--- src/rtl/param_locksystem_if.sv ---
// Keypad-side bundle of the combination lock: digit strobe, control
// requests and the registered lock/alarm/status outputs.
interface param_locksystem_if #(
    parameter int DIGIT_W = 3,
    parameter int TRIES_W = 2
);
    logic [DIGIT_W-1:0] in;
    logic               in_valid;
    logic               prog_en;
    logic               relock;
    logic               locked;
    logic               alarm;
    logic [1:0]         selsw;
    logic               entimer;
    logic [TRIES_W-1:0] tries_left;

    modport master (
        output in, in_valid, prog_en, relock,
        input  locked, alarm, selsw, entimer, tries_left
    );

    modport slave (
        input  in, in_valid, prog_en, relock,
        output locked, alarm, selsw, entimer, tries_left
    );
endinterface

--- src/rtl/param_locksystem.sv ---
// Parametrised combination lock: code entry, tries/lockout, auto-relock,
// entry timeout and in-field code programming.
module param_locksystem #(
    parameter int DIGIT_W = 3,
    parameter int CODE_LEN = 4,
    parameter logic [CODE_LEN*DIGIT_W-1:0] DEFAULT_CODE = {3'd1, 3'd2, 3'd3, 3'd5},
    parameter int MAX_TRIES = 3,
    parameter int UNLOCK_CYCLES = 8,
    parameter int LOCKOUT_CYCLES = 12,
    parameter int ENTRY_TIMEOUT = 16
) (
    input logic clk,
    input logic reset,
    param_locksystem_if.slave io
);
    localparam int CW   = CODE_LEN * DIGIT_W;
    localparam int PW   = (CODE_LEN - 1) * DIGIT_W;
    localparam int TRW  = $clog2(MAX_TRIES + 1);
    localparam int TMAX = (UNLOCK_CYCLES > LOCKOUT_CYCLES) ? UNLOCK_CYCLES : LOCKOUT_CYCLES;
    localparam int TW   = $clog2(TMAX + 1);
    localparam int IW   = $clog2(CODE_LEN);
    localparam int EW   = $clog2(ENTRY_TIMEOUT + 1);

    typedef enum logic [2:0] {IDLE, ENTRY, OPEN, LOCKOUT, PROGRAM} state_t;

    state_t         state, state_d;
    logic [CW-1:0]  code, code_d;
    logic [PW-1:0]  entry, entry_d;
    logic [PW-1:0]  shadow, shadow_d;
    logic [IW-1:0]  idx, idx_d;
    logic [TW-1:0]  tmr, tmr_d;
    logic [EW-1:0]  idle, idle_d;
    logic [TRW-1:0] tries, tries_d;
    logic           locked, locked_d;
    logic           alarm, alarm_d;
    logic [1:0]     selsw, selsw_d;
    logic           entimer, entimer_d;

    // Only the first CODE_LEN-1 digits are held; the live digit completes the word.
    logic [CW-1:0] ent_full, shd_full;
    logic          last, timeout;

    assign ent_full = {entry, io.in};
    assign shd_full = {shadow, io.in};
    assign last     = (idx == IW'(CODE_LEN - 1));
    assign timeout  = (idle == EW'(ENTRY_TIMEOUT - 1));

    always_comb begin
        state_d  = state;
        code_d   = code;
        entry_d  = entry;
        shadow_d = shadow;
        idx_d    = idx;
        tmr_d    = tmr;
        idle_d   = idle;
        tries_d  = tries;
        unique case (state)
            IDLE, ENTRY: begin
                if (io.in_valid) begin
                    idle_d  = '0;
                    entry_d = ent_full[PW-1:0];
                    if (last) begin
                        idx_d = '0;
                        if (ent_full == code) begin
                            state_d = OPEN;
                            tries_d = TRW'(MAX_TRIES);
                            tmr_d   = TW'(UNLOCK_CYCLES - 1);
                        end else if (tries > TRW'(1)) begin
                            state_d = IDLE;
                            tries_d = tries - TRW'(1);
                        end else begin
                            state_d = LOCKOUT;
                            tries_d = '0;
                            tmr_d   = TW'(LOCKOUT_CYCLES - 1);
                        end
                    end else begin
                        idx_d   = idx + IW'(1);
                        state_d = ENTRY;
                    end
                end else if (state == ENTRY) begin
                    if (timeout) begin
                        state_d = IDLE;
                        idx_d   = '0;
                        idle_d  = '0;
                    end else begin
                        idle_d = idle + EW'(1);
                    end
                end
            end
            OPEN: begin
                if (io.relock) begin
                    state_d = IDLE;
                    tmr_d   = '0;
                end else if (io.prog_en) begin
                    state_d = PROGRAM;
                    tmr_d   = '0;
                    idx_d   = '0;
                    idle_d  = '0;
                end else if (tmr == '0) begin
                    state_d = IDLE;
                end else begin
                    tmr_d = tmr - TW'(1);
                end
            end
            LOCKOUT: begin
                if (tmr == '0) begin
                    state_d = IDLE;
                    tries_d = TRW'(MAX_TRIES);
                end else begin
                    tmr_d = tmr - TW'(1);
                end
            end
            PROGRAM: begin
                if (io.in_valid) begin
                    idle_d   = '0;
                    shadow_d = shd_full[PW-1:0];
                    if (last) begin
                        code_d  = shd_full;
                        idx_d   = '0;
                        state_d = IDLE;
                    end else begin
                        idx_d = idx + IW'(1);
                    end
                end else if (timeout) begin
                    state_d = IDLE;
                    idx_d   = '0;
                    idle_d  = '0;
                end else begin
                    idle_d = idle + EW'(1);
                end
            end
            default: state_d = IDLE;
        endcase

        locked_d  = !(state_d == OPEN || state_d == PROGRAM);
        alarm_d   = (state_d == LOCKOUT);
        entimer_d = (state_d == OPEN || state_d == LOCKOUT);
        selsw_d   = 2'b00;
        unique case (state_d)
            OPEN:    selsw_d = 2'b01;
            LOCKOUT: selsw_d = 2'b10;
            PROGRAM: selsw_d = 2'b11;
            default: selsw_d = 2'b00;
        endcase
    end

    always_ff @(posedge clk or negedge reset) begin
        if (!reset) begin
            state   <= IDLE;
            code    <= DEFAULT_CODE;
            entry   <= '0;
            shadow  <= '0;
            idx     <= '0;
            tmr     <= '0;
            idle    <= '0;
            tries   <= TRW'(MAX_TRIES);
            locked  <= 1'b1;
            alarm   <= 1'b0;
            selsw   <= 2'b00;
            entimer <= 1'b0;
        end else begin
            state   <= state_d;
            code    <= code_d;
            entry   <= entry_d;
            shadow  <= shadow_d;
            idx     <= idx_d;
            tmr     <= tmr_d;
            idle    <= idle_d;
            tries   <= tries_d;
            locked  <= locked_d;
            alarm   <= alarm_d;
            selsw   <= selsw_d;
            entimer <= entimer_d;
        end
    end

    assign io.locked     = locked;
    assign io.alarm      = alarm;
    assign io.selsw      = selsw;
    assign io.entimer    = entimer;
    assign io.tries_left = tries;
endmodule

--- src/flat_wrapper.sv ---
// flat-port wrapper written by rule: the top's interface ports become plain ports
module param_locksystem_flat 
#(
    parameter int DIGIT_W = 3,
    parameter int CODE_LEN = 4,
    parameter logic [CODE_LEN*DIGIT_W-1:0] DEFAULT_CODE = {3'd1, 3'd2, 3'd3, 3'd5},
    parameter int MAX_TRIES = 3,
    parameter int UNLOCK_CYCLES = 8,
    parameter int LOCKOUT_CYCLES = 12,
    parameter int ENTRY_TIMEOUT = 16
)
  (clk, reset, io_in, io_in_valid, io_prog_en, io_relock, io_locked, io_alarm, io_selsw, io_entimer, io_tries_left);
  param_locksystem_if #(.DIGIT_W(DIGIT_W), .TRIES_W(2)) io_i ();
  input logic clk;
  input logic reset;
  input wire logic [$bits(io_i.in)-1:0] io_in;
  input wire logic [$bits(io_i.in_valid)-1:0] io_in_valid;
  input wire logic [$bits(io_i.prog_en)-1:0] io_prog_en;
  input wire logic [$bits(io_i.relock)-1:0] io_relock;
  output wire logic [$bits(io_i.locked)-1:0] io_locked;
  output wire logic [$bits(io_i.alarm)-1:0] io_alarm;
  output wire logic [$bits(io_i.selsw)-1:0] io_selsw;
  output wire logic [$bits(io_i.entimer)-1:0] io_entimer;
  output wire logic [$bits(io_i.tries_left)-1:0] io_tries_left;
  assign io_i.in = io_in;
  assign io_i.in_valid = io_in_valid;
  assign io_i.prog_en = io_prog_en;
  assign io_i.relock = io_relock;
  assign io_locked = io_i.locked;
  assign io_alarm = io_i.alarm;
  assign io_selsw = io_i.selsw;
  assign io_entimer = io_i.entimer;
  assign io_tries_left = io_i.tries_left;
  param_locksystem #(.DIGIT_W(DIGIT_W), .CODE_LEN(CODE_LEN), .DEFAULT_CODE(DEFAULT_CODE), .MAX_TRIES(MAX_TRIES), .UNLOCK_CYCLES(UNLOCK_CYCLES), .LOCKOUT_CYCLES(LOCKOUT_CYCLES), .ENTRY_TIMEOUT(ENTRY_TIMEOUT)) u_core (.clk(clk), .reset(reset), .io(io_i));
endmodule
--- config.mk ---
export PLATFORM = sky130hd
export DESIGN_NAME = param_locksystem_flat
export DESIGN_NICKNAME = d
export VERILOG_FILES = /design/src/rtl/param_locksystem_if.sv /design/src/rtl/param_locksystem.sv /design/src/flat_wrapper.sv
export SDC_FILE = /design/constraint.sdc
export NUM_CORES = 1
export LEC_CHECK = 0
export BUFFER_PORTS_ARGS = -buffer_cell sky130_fd_sc_hd__buf_2
export CORE_MARGIN = 5
export CORE_UTILIZATION = 40
export CTS_BUF_LIST = sky130_fd_sc_hd__clkbuf_8
export DETAILED_ROUTE_END_ITERATION = 7
export SYNTH_ARGS = -nofsm -noshare
export SYNTH_HDL_FRONTEND = slang
export SYNTH_SLANG_ARGS = --single-unit
--- constraint.sdc ---
create_clock -name clk -period 2.3 [get_ports clk]
set_input_delay 0.46 -clock clk [delete_from_list [all_inputs] [get_ports clk]]
set_output_delay 0.46 -clock clk [all_outputs]
set_load 0.05 [all_outputs]
==> impl_metrics.toml <==
[status]
outcome = "complete, no violations"

[timing]
clock.fmax_mhz = 523
drv_slew = 0
fin_skew_ns = 0.00658
fin_crit_sh_pct = 83.1
holdWs_ns = 0.415
slew_headroom_pct = 53.3
fin_crit_ns = 1.91
setup_viol = 0
final-hold-violation-count = 0
tightest_slew_ns = 0.691
setup_ws_ns = 0.389
rsz0062_at_grt = "no"
setup_tns_ns = 0

[worst_setup_path]
cp-start-kind = "flip-flop"
cp_top_family = "compound AO/OA/AOI/OAI gates"
critPathMaxFanout = 5
crit_chain = "inv_1 -> ha_1 -> or3b_1 -> o211ai_1 -> nand2_1 -> a32oi_2 -> o21bai_1"
r2r_end = "u_core.io.selsw[1]"
r2r_slack_ns = 0.39
slowest_stage = "dfrtp_1"
worst_setup_path_end_kind = "flip-flop"
critical_path_arrival_ns = 2.10
regToRegStartpoint = "u_core.tmr[0]"
slowest_delay_ns = 0.42
worst-path-buf-inv = 1
worstRegToRegCells = 7
required_ns = 2.49
worstSetupPathType = "flip-flop to flip-flop"

[power_and_ir_drop]
power.density_nw_per_um2 = 1130
ir_worst_vdd_mv = 0.529
cellLeakagePower_nw = 1.23
totalPowerFinal_mw = 3.02

[layout]
utilization_pct = 45.4
drive_above_1_share_pct = 19.5
fin_nets = 231
area_growth_syn_to_layout_pct = 11.6
stdcell_area_um2 = 2670
register_area_um2 = 1290
multi_input_area_um2 = 1050
finalNonFillerCells = 296
antenna_cells = 0
fillers = 559

[clocking]
post_cts_buffers = 0
clockRootBuffer = "clkbuf_8"
clk_pin_slew_ns = 0.09
cts_resized = 0
clkSinkCount = 51
cts_tree = "built"
htree_levels = 2
cts_made_buffers = 5
holdBufCountCts = 1
clkLatencyLatePin_ns = 0.31
cts_buffer_depth = 2

[logic_synthesis]
async_reset_ff_share_pct = 100
synthCells = 199
synth_edf_count = 0
syn_nets = 210
ys_warn_count = 0
yosysUniqueCellTypes = 43
synth_area_um2 = 2390
synth_ff_type = "dfrtp_1"
syn_area_per_cell_um2 = 12.0
ys_seq_elements = 51
yosysSeqAreaShare_pct = 53.8

[drt]
drtPass1Iterations = 4
detail-route-antenna-nets = 0
wl_um = 4030
via_per_inst = 5.15
drt-initial-drc-count = 55
routedWlPerCell_um = 13.6
via_count = 1525
drc = 0

[placed_design]
place_inst = 287
hpwl_um = 2940
placed_cell_area_um2 = 2560
gp_congestion = 0.755
dpl_worst_slack_ns = 0.363
portBuffers = 14

[worst_hold_path]
hold_class = "primary input to flip-flop"
whs_endpoint = "u_core.shadow[1]"
hold_depth = 2
hold_path_startpoint = "io_in[1]"

[global_routing]
grt_max_degree = 31
antenna_found_initial = 0
track_usage_pct = 12.4
grt_pass1_vias = 1546
grt_pass1_wl_um = 7370
gr-total-overflow = 0

[flow_run]
maxCapViolations = 0

[die]
die_w_um = 87.4
std_cell_rows = 28
start_util_pct = 40.7
core_um2 = 5890
die_h_um = 87.4
die-area_um2 = 7630
io_pins = 15
==> where the power goes <==
part | internal (mW) | switching, mW | leakage (nW)
Clock | 0.246 | 0.302 | 0.0474
Combinational | 0.407 | 0.595 | 0.551
Sequential | 1.22 | 0.258 | 0.634
==> flip-flops by register name, summed over array words and instances, names as in the netlist <==
register,flops
u_core.idx,2
u_core.io.locked,1
u_core.shadow,9
u_core.io.alarm,1
u_core.idle,5
u_core.io.entimer,1
u_core.code,12
u_core.io.selsw,2
u_core.entry,9
u_core.state,3
u_core.tmr,4
u_core.io.tries_left,2
==> worst max-delay path by stage <==
stage / end / depth (start not counted) / startpoint
5_1_grt: u_core.io.selsw[0] / 7 / u_core.tmr[0]
2_1_floorplan: u_core.io.selsw[1] / 7 / u_core.tmr[0]
3_3_place_gp: u_core.tmr[2] / 6 / io_in[2]
6_report: u_core.io.selsw[1] / 7 / u_core.tmr[0]
4_1_cts: u_core.io.selsw[1] / 7 / u_core.tmr[0]
3_5_place_dp: u_core.tmr[2] / 6 / io_in[1]
==> layer usage <==
metal  track usage [%]  routed length, um
met5                 0                  0
met4              5.02                 73
met3              2.84                129
met2              19.2               1920
met1              16.7               1910
==> layout make-up <==
type                       count  area share (%)
multi-input combinational    134            39.2
inverter                       9            1.26
tap                           75            3.51
clock buffer                   6            3.09
sequential                    51            48.2
timing repair buffer          19            4.12
clock inverter                 2           0.609
==> cell usage after synthesis (2+ instances only) <==
cell type / n / area share (%)
a31oi_1: 3 / 0.78
ha_1: 3 / 1.6
nor3_1: 5 / 1.0
inv_2: 2 / 0.31
buf_2: 5 / 1.0
or2_1: 2 / 0.52
nor2b_1: 2 / 0.52
a22o_1: 2 / 0.73
nand2_1: 14 / 2.2
nand3b_1: 2 / 0.63
dfrtp_1: 42 / 44
or3_1: 2 / 0.52
o21a_1: 6 / 1.9
o211ai_1: 4 / 1.3
nand3_1: 3 / 0.63
dfstp_2: 9 / 9.9
nor4_2: 3 / 1.6
inv_1: 7 / 1.1
a21oi_1: 2 / 0.42
nor2_1: 8 / 1.3
nand2b_1: 5 / 1.3
o21ai_1: 7 / 1.5
mux2_1: 30 / 14
xor2_1: 12 / 4.4
==> cells in the final DEF (no fill, tap or decap), types with 2 or more instances in the layout <==
cell	Yosys	routed
or3_1	2	2
nor2_1	8	8
inv_2	2	2
nor2b_1	2	2
ha_1	3	3
clkbuf_8	0	6
xor2_1	12	12
a22o_1	2	2
dfstp_2	9	9
nand2_1	14	14
nand3_1	3	3
o21a_1	6	6
nor3_1	5	5
mux2_1	30	30
nor4_2	3	3
buf_2	5	14
a21oi_1	2	2
buf_4	0	4
dfrtp_1	42	42
inv_1	7	7
or2_1	2	2
o21ai_1	7	7
nand2b_1	5	5
a31oi_1	3	3
nand3b_1	2	2
o211ai_1	4	4
==> cell families (layout without fill, tap and decap cells) <==
kind of cell	after synthesis	after routing	share of synthesized area, %
flip-flops	51	51	53.8
buffers and inverters	14	36	2.46
AO/OA/AOI/OAI	35	35	10.5
adder cells (fa/ha/maj)	3	3	1.57
multiplexers	30	30	14.1
AND/OR/NAND/NOR	53	53	12.8
XOR/XNOR	13	13	4.76
Note: power is estimated with default switching activity, not from simulation.
